[config.mk]
export PLATFORM = sky130hd
export DESIGN_NAME = io_uart_tx
export DESIGN_NICKNAME = d
export VERILOG_FILES = /design/src/rtl/io_uart_tx.sv
export SDC_FILE = /design/constraint.sdc
export NUM_CORES = 1
export LEC_CHECK = 0
export ABC_AREA = 1
export BUFFER_PORTS_ARGS = -buffer_cell sky130_fd_sc_hd__buf_2
export CAP_MARGIN = 20
export CORE_MARGIN = 5
export CORE_UTILIZATION = 60
export DETAILED_ROUTE_END_ITERATION = 10
export PLACE_DENSITY = 0.75
export SLEW_MARGIN = 15
export SYNTH_ARGS = -nofsm -noshare
export SYNTH_HDL_FRONTEND = slang
export SYNTH_SLANG_ARGS = --single-unit
[constraint.sdc]
create_clock -name clk -period 5.1 [get_ports clk]
set_input_delay 1.02 -clock clk [delete_from_list [all_inputs] [get_ports clk]]
set_output_delay 1.02 -clock clk [all_outputs]
set_load 0.05 [all_outputs]
[src/rtl/io_uart_tx.sv]
// io_uart_tx: buffers 64-bit LOG words in a small FIFO and sends each one
// over an 8N1 UART line, byte 0 (io_data[7:0]) first. No back-pressure:
// words arriving while the FIFO is full are dropped and flagged in overflow.
//
// state | meaning
// ------+-------------------------------------------------------------
// IDLE  | line high; pops the FIFO head into the shift register
// START | start bit (low) for CLKS_PER_BIT clocks
// DATA  | eight data bits of the current byte, LSB first
// STOP  | stop bit (high); then next byte of the word, or back to IDLE
module io_uart_tx #(
    parameter int CLKS_PER_BIT = 434,
    parameter int FIFO_DEPTH   = 4
) (
    input  logic                          clk,
    input  logic                          rst_n,
    input  logic                          io_write,
    input  logic [63:0]                   io_data,
    output logic                          tx,
    output logic                          busy,
    output logic                          overflow,
    output logic [$clog2(FIFO_DEPTH):0]   fifo_count
);

    localparam int AW = $clog2(FIFO_DEPTH);
    localparam int CW = AW + 1;
    localparam int TW = $clog2(CLKS_PER_BIT);

    typedef enum logic [1:0] {
        S_IDLE,
        S_START,
        S_DATA,
        S_STOP
    } state_t;

    state_t          r_state;
    logic [TW-1:0]   r_timer;
    logic [2:0]      r_bit_idx;
    logic [2:0]      r_byte_idx;
    logic [63:0]     r_shift;
    logic            r_tx;
    logic            r_busy;
    logic            r_overflow;
    logic [CW-1:0]   r_count;
    logic [AW-1:0]   r_wr_ptr;
    logic [AW-1:0]   r_rd_ptr;
    logic [63:0]     r_mem [FIFO_DEPTH];

    state_t          w_state_nxt;
    logic [TW-1:0]   w_timer_nxt;
    logic [2:0]      w_bit_idx_nxt;
    logic [2:0]      w_byte_idx_nxt;
    logic [63:0]     w_shift_nxt;
    logic            w_tx_nxt;
    logic            w_timer_done;
    logic            w_full;
    logic            w_pop;
    logic            w_push;
    logic [CW-1:0]   w_count_nxt;
    logic [7:0]      w_cur_byte;
    logic [2:0]      w_bit_inc;

    // A full FIFO still accepts a word when the head leaves at the same edge.
    assign w_timer_done = (r_timer == TW'(CLKS_PER_BIT - 1));
    assign w_full       = (r_count == CW'(FIFO_DEPTH));
    assign w_pop        = (r_state == S_IDLE) && (r_count != '0);
    assign w_push       = io_write && (!w_full || w_pop);
    assign w_count_nxt  = r_count + CW'(w_push) - CW'(w_pop);
    assign w_cur_byte   = r_shift[7:0];
    assign w_bit_inc    = r_bit_idx + 3'd1;

    // Next-state and next-output decode for the frame sequencer.
    always_comb begin
        w_state_nxt    = r_state;
        w_timer_nxt    = '0;
        w_bit_idx_nxt  = r_bit_idx;
        w_byte_idx_nxt = r_byte_idx;
        w_shift_nxt    = r_shift;
        w_tx_nxt       = r_tx;
        case (r_state)
            S_IDLE: begin
                w_tx_nxt = 1'b1;
                if (w_pop) begin
                    w_shift_nxt    = r_mem[r_rd_ptr];
                    w_byte_idx_nxt = 3'd0;
                    w_state_nxt    = S_START;
                    w_tx_nxt       = 1'b0;
                end
            end
            S_START: begin
                w_timer_nxt = w_timer_done ? '0 : r_timer + TW'(1);
                if (w_timer_done) begin
                    w_state_nxt   = S_DATA;
                    w_bit_idx_nxt = 3'd0;
                    w_tx_nxt      = w_cur_byte[0];
                end
            end
            S_DATA: begin
                w_timer_nxt = w_timer_done ? '0 : r_timer + TW'(1);
                if (w_timer_done) begin
                    if (r_bit_idx == 3'd7) begin
                        w_state_nxt = S_STOP;
                        w_tx_nxt    = 1'b1;
                    end else begin
                        w_bit_idx_nxt = w_bit_inc;
                        w_tx_nxt      = w_cur_byte[w_bit_inc];
                    end
                end
            end
            S_STOP: begin
                w_timer_nxt = w_timer_done ? '0 : r_timer + TW'(1);
                if (w_timer_done) begin
                    if (r_byte_idx != 3'd7) begin
                        w_byte_idx_nxt = r_byte_idx + 3'd1;
                        w_shift_nxt    = {8'h00, r_shift[63:8]};
                        w_state_nxt    = S_START;
                        w_tx_nxt       = 1'b0;
                    end else begin
                        w_state_nxt = S_IDLE;
                    end
                end
            end
            default: begin
                w_state_nxt = S_IDLE;
                w_tx_nxt    = 1'b1;
            end
        endcase
    end

    // Sequencer state, line driver and status flags; reset abandons any frame.
    always_ff @(posedge clk or negedge rst_n) begin
        if (!rst_n) begin
            r_state    <= S_IDLE;
            r_timer    <= '0;
            r_bit_idx  <= '0;
            r_byte_idx <= '0;
            r_shift    <= '0;
            r_tx       <= 1'b1;
            r_busy     <= 1'b0;
            r_overflow <= 1'b0;
        end else begin
            r_state    <= w_state_nxt;
            r_timer    <= w_timer_nxt;
            r_bit_idx  <= w_bit_idx_nxt;
            r_byte_idx <= w_byte_idx_nxt;
            r_shift    <= w_shift_nxt;
            r_tx       <= w_tx_nxt;
            r_busy     <= (w_state_nxt != S_IDLE) || (w_count_nxt != '0);
            if (io_write && !w_push) begin
                r_overflow <= 1'b1;
            end
        end
    end

    // FIFO pointers and occupancy.
    always_ff @(posedge clk or negedge rst_n) begin
        if (!rst_n) begin
            r_count  <= '0;
            r_wr_ptr <= '0;
            r_rd_ptr <= '0;
        end else begin
            r_count <= w_count_nxt;
            if (w_push) begin
                r_wr_ptr <= r_wr_ptr + AW'(1);
            end
            if (w_pop) begin
                r_rd_ptr <= r_rd_ptr + AW'(1);
            end
        end
    end

    // FIFO storage; contents need no reset since the pointers gate every read.
    always_ff @(posedge clk) begin
        if (w_push) begin
            r_mem[r_wr_ptr] <= io_data;
        end
    end

    assign tx         = r_tx;
    assign busy       = r_busy;
    assign overflow   = r_overflow;
    assign fifo_count = r_count;

endmodule

=== Word-level counts from Yosys, hierarchy flattened ===
Memories as Yosys holds them, arrays and structs flattened.
Index checks and enable logic that the tools add are counted.
W data, S select, Z words.

* Memories: 1
* RAM bits: 256
* Output and inout bits: 6
* Register bits after elaboration: 91

{| class="wikitable"
|+ Memories
! name !! depth !! bits a word !! rd ports !! clocked after Yosys merged registers in !! write ports !! line !! text
|-
| r_mem || 4 || 64 || 1 || 0 || 1 || 47 || <nowiki>logic [63:0] r_mem [FIFO_DEPTH];</nowiki>
|}

* Add/sub/neg operators: 7
* Muxes and demuxes: 32
* Magnitude comparators: 1
* Equality and inequality tests: 13
* Reductions and logical operators: 17

{| class="wikitable"
|+ Operator list
! operator !! number
|-
| $mux W64 || 3
|-
| $pmux W64 S2 || 1
|-
| $mux W3 || 6
|-
| $mux W9 || 2
|-
| $ne A2 B2 Y1 const B || 6
|-
| $pmux W3 S2 || 2
|-
| $reduce_and A4 Y1 || 3
|-
| $mux W1 || 10
|-
| $mux W2 || 5
|-
| $add A9 B1 Y9 const B || 1
|-
| $eq A9 B9 Y1 const B || 1
|-
| $pmux W2 S4 || 1
|-
| $add A3 B1 Y3 const B || 2
|-
| $eq A3 B3 Y1 const B || 2
|-
| $reduce_bool A2 Y1 || 3
|-
| $reduce_bool A3 Y1 || 2
|-
| $add A2 B1 Y2 const B || 2
|-
| $eq A2 B2 Y1 const B || 2
|-
| $lt A3 B4 Y1 const B || 1
|-
| $pmux W1 S4 || 1
|-
| $add A3 B1 Y3 || 1
|-
| $bmux W1 S3 || 1
|-
| $logic_and A1 B1 Y1 || 3
|-
| $ne A3 B3 Y1 const B || 1
|-
| other kinds (6) || 8
|}

=== Longest topological paths before layout ===
* Word-level depth: 8
* Depth in mapped cells: 13
* Depth with buffers taken out: 13

=== Worst setup path before layout ===
No wires, ideal clock.

* Kind: input to register
* Start point: in io_write
* End point: mem r_mem[0][0] (enable)
* Stages: 2
* Data required time: 4,613 ps
* Setup slack: 735 ps
* Arrival time: 3,878 ps
* Library setup time: 487 ps
* Cells stage by stage: nand2_1 nor2_1

* Cells in the longest elaborated chain, start to end: 3

{| class="wikitable"
|+ Ends and longest elaborated chain
! what !! line !! text
|-
| from (decl) || 17 || <nowiki>input logic io_write,</nowiki>
|-
| $logic_and A1 B1 Y1 || 67 || <nowiki>assign w_push = io_write && (!w_full || w_pop);</nowiki>
|-
| $mux W1 || 174 || <nowiki>if (w_push) begin</nowiki>
|-
| $mux W1 (implied by the code) || 175 || <nowiki>r_mem[r_wr_ptr] <= io_data;</nowiki>
|-
| to (decl) || 47 ||
|}

Every way passes these cells.

=== Worst setup path after layout ===
* Start point: reg r_state[0]
* End point: reg r_shift[37]

* Cells in the longest elaborated chain, start to end: 4
* Elaborated cells between the ends (all ways): 9

{| class="wikitable"
|+ Ends and longest elaborated chain
! what !! line !! text
|-
| from (decl) || 36 || <nowiki>state_t r_state;</nowiki>
|-
| from (signal assigned) || 142 || <nowiki>r_state <= w_state_nxt;</nowiki>
|-
| $logic_not A2 Y1 || 66, 80 ||
|-
| $logic_and A1 B1 Y1 || 66 || <nowiki>assign w_pop = (r_state == S_IDLE) && (r_count != '0);</nowiki>
|-
| $ne A2 B2 Y1 (no line) || -- ||
|-
| $reduce_and A4 Y1 (no line) || -- ||
|-
| to (signal assigned) || 146 || <nowiki>r_shift <= w_shift_nxt;</nowiki>
|-
| to (decl) || 40 || <nowiki>logic [63:0] r_shift;</nowiki>
|}

Several ways; a longest one is shown, not always the timed one.
A chain may end at the register's enable or synchronous reset.

==> flow_metrics.env <==
export IMPL_power_leakage_nw=6.17
export IMPL_drc=0
export IMPL_grt_antenna_before_repair=1
export IMPL_seqPwrFrac_pct=52.6
export IMPL_cts_resized=0
export IMPL_drt_pass1_iter_count=6
export IMPL_hold_buffers=0
export IMPL_grt_pass1_vias=9314
export IMPL_cts_tree="yes"
export IMPL_crit_chain="nand2_2 -> buf_4 -> or2_1 -> nand2_1 -> nand2_4 -> buf_4 -> nor2_1 -> o21ai_1 -> nand2_1"
export IMPL_synth_seq_cells=347
export IMPL_grt_first_pass_wirelength_um=47300
export IMPL_timing_hold_ws_ns=0.474
export IMPL_grt_start_max_net_pins=82
export IMPL_multi_input_comb_area_mm2=0.00354
export IMPL_vias=9154
export IMPL_p_sw_share_pct=23.2
export IMPL_vdd_drop_max_mv=0.284
export IMPL_first_iter_violations=829
export IMPL_fp_dieW_um=162
export IMPL_grt_use_total_pct=22.6
export IMPL_cap_violations=0
export IMPL_critical_path_buf_inv_count=2
export IMPL_pin_count=73
export IMPL_nFillCells=1609
export IMPL_syn_area_per_cell_um2=11.4
export IMPL_dieHeight_um=162
export IMPL_ys_seq_area_share_pct=71.6
export IMPL_syn_num_nets=1304
export IMPL_cts_max_level=2
export IMPL_viasPerCell=5.65
export IMPL_ys_types=32
export IMPL_crit_fanout=75
export IMPL_root_buffer="clkbuf_16"
export IMPL_path_clk_slew_ns=0.06
export IMPL_dp_hpwl_um=16000
export IMPL_place_gp_congestion=0.764
export IMPL_seq_area_mm2=0.00997
export IMPL_cts_made_buffers=35
export IMPL_setup_viol=0
export IMPL_synth_warning_count=0
export IMPL_drtAntennaViolNets=0
export IMPL_max_freq_mhz=342
export IMPL_finalCritPeriodShare_pct=57.4
export IMPL_wl_per_cell_um=18.0
export IMPL_ff2ff_path_depth=9
export IMPL_clockPowerShare_pct=37.9
export IMPL_finalWorstSetupSlack_ns=2.17
export IMPL_fin_area_mm2=0.0157
export IMPL_outcome="finished clean"
export IMPL_cts_setup_buffers=0
export IMPL_finalClockSkew_ns=0.00731
export IMPL_start_util_pct=61.1
export IMPL_clk_latency_ns=0.51
export IMPL_setup_worst_path_class="flop to flop"
export IMPL_syn_inst=1224
export IMPL_core_mm2=0.0228
export IMPL_p_switching_mw=1.60
export IMPL_required_ns=5.49
export IMPL_portBuffers=72
export IMPL_final_hold_viol_count=0
export IMPL_hp_class="flop to flop"
export IMPL_cpLargestDelayFamily="simple AND/OR/NAND/NOR gates"
export IMPL_rsz0062_at_grt="no"
export IMPL_synth_top_cell_area_share_pct=55.2
export IMPL_ys_top_cells_by_area="edfxtp_1 (55%), dfrtp_1 (16%), nor2_1 (6.8%), nand2_1 (5.6%), o21ai_0 (4.9%)"
export IMPL_areaGrowthSynthToFinish_pct=12.8
export IMPL_final_core_util_pct=68.9
export IMPL_endpoint_kind="flop"
export IMPL_nNetsFinal=1359
export IMPL_row_count=55
export IMPL_die_area_mm2=0.0263
export IMPL_crit_arrival_ns=3.32
export IMPL_syn_area_mm2=0.0139
export IMPL_power_frac_comb_pct=9.6
export IMPL_powerDensity_mw_per_mm2=438
export IMPL_layout_drive_gt1_share_pct=11.3
export IMPL_post_synth_top_area_cell="edfxtp_1"
export IMPL_slowest_delay_ns=0.60
export IMPL_cp_slowest_cell="nand2_4"
export IMPL_cts_sinks=347
export IMPL_post_place_ws_ns=2.07
export IMPL_crit_cells=9
export IMPL_wirelength_um=29200
export IMPL_relSlewSlack_pct=31.0
export IMPL_dpl_instance_area_mm2=0.0145
export IMPL_worst_slew_pin_slew_ns=1.04
export IMPL_p_int_mw=5.28
export IMPL_min_period_ns=2.93
export IMPL_overflow=0
export IMPL_drv_slew=0
export IMPL_tns_ns=0
export IMPL_whs_path_depth=1
export IMPL_cts_max_path_buffers=3
export IMPL_start_kind="flop"
cell type report:
class	instances	share of cell area, %
Inverter	40	0.964
Clock inverter	7	0.853
Antenna cell	2	0.0319
Clock buffer	56	6.67
Timing Repair Buffer	85	2.93
Sequential cell	347	63.5
Multi-Input combinational cell	770	22.5
Tap cell	313	2.49
flip-flops by register name, indices dropped and copies added, names as in the netlist, 2 cells and up:
name / count
r_timer: 9
r_mem: 256
r_state: 2
fifo_count: 3
r_byte_idx: 3
r_shift: 64
r_wr_ptr: 2
r_rd_ptr: 2
r_bit_idx: 3
power by group through the flow:
stage	Sequential, mW	Combinational, mW	Clock, mW
2_1_floorplan	3.74	0.335	0
3_3_place_gp	3.65	0.658	0
3_5_place_dp	3.67	0.672	0
4_1_cts	3.61	0.674	2.64
5_1_grt	3.64	0.732	2.77
6_report	3.61	0.658	2.60
logic make-up (layout without fill, tap and decap cells):
group           Yosys count  after routing  synth area share (%)
xor+xnor                  2              2                 0.126
simple gates            520            520                  14.7
compound gates          235            235                  9.09
buf+inv                 107            188                  3.27
flops                   347            347                  71.6
other cells               0              2                     0
fa+ha+maj                13             13                  1.22
Yosys cell counts (all sizes together):
master	n
fa	1
edfxtp	256
dfrtp	90
o21ai	171
clkbuf	40
clkinv	2
nand3b	2
nand2	210
and3	1
nor3	5
o22ai	42
nor2	252
nand3	45
nor3b	2
a21oi	7
o211ai	14
and2	1
o21bai	1
ha	12
buf	27
dfstp	1
inv	38
xor2	2
or2	2
layout by cell type, fill, tap and decap left out, types with 3 or more instances in the layout:
cell / synthesis / routed
nand2_1: 208 / 207
o21ai_0: 137 / 137
nor3_1: 5 / 5
ha_1: 12 / 12
clkbuf_16: 0 / 37
buf_2: 16 / 71
edfxtp_1: 256 / 256
clkbuf_1: 40 / 14
nor2_4: 0 / 4
clkinv_1: 2 / 3
o22ai_1: 42 / 42
buf_4: 1 / 14
a21oi_1: 7 / 7
clkbuf_8: 0 / 5
inv_1: 37 / 35
o21ai_1: 34 / 34
nand3_1: 45 / 45
dfrtp_1: 90 / 88
nor2_1: 251 / 247
bufinv_16: 0 / 4
o211ai_1: 14 / 14
clkinv_2: 0 / 3
path summary, 6_finish.rpt:
| check | end | start | slack, ns |
|---|---|---|---|
| setup reg to reg | r_shift[37]$_DFFE_PN0P_ | r_state[0]$_DFF_PN0_ | 2.17 |
| min in group asynchronous | overflow$_DFFE_PN0P_ | rst_n | 0.57 |
| hold reg to reg | overflow$_DFFE_PN0P_ | overflow$_DFFE_PN0P_ | 0.47 |
| setup / recovery | r_shift[37]$_DFFE_PN0P_ | r_state[0]$_DFF_PN0_ | 2.17 |
| max in group asynchronous | tx$_DFFE_PN1P_ | rst_n | 3.57 |
| hold / removal | overflow$_DFFE_PN0P_ | overflow$_DFFE_PN0P_ | 0.47 |
layer usage:
| metal | share of wire [%] | track usage [%] |
|---|---|---|
| met1 | 43 | 31.2 |
| met2 | 49 | 37.6 |
| met3 | 6.5 | 3.32 |
| met4 | 2.0 | 7.19 |
| met5 | 0.038 | 0 |
metrics by stage:
stage | instances | power [mW]
after global routing | 1618 | 7.14
after detailed placement | 1555 | 4.34
after CTS | 1618 | 6.92
after floorplan | 1224 | 4.07
final | 1620 | 6.87
after global placement | 1555 | 4.31
No activity file was read; power rests on OpenSTA's default activity.
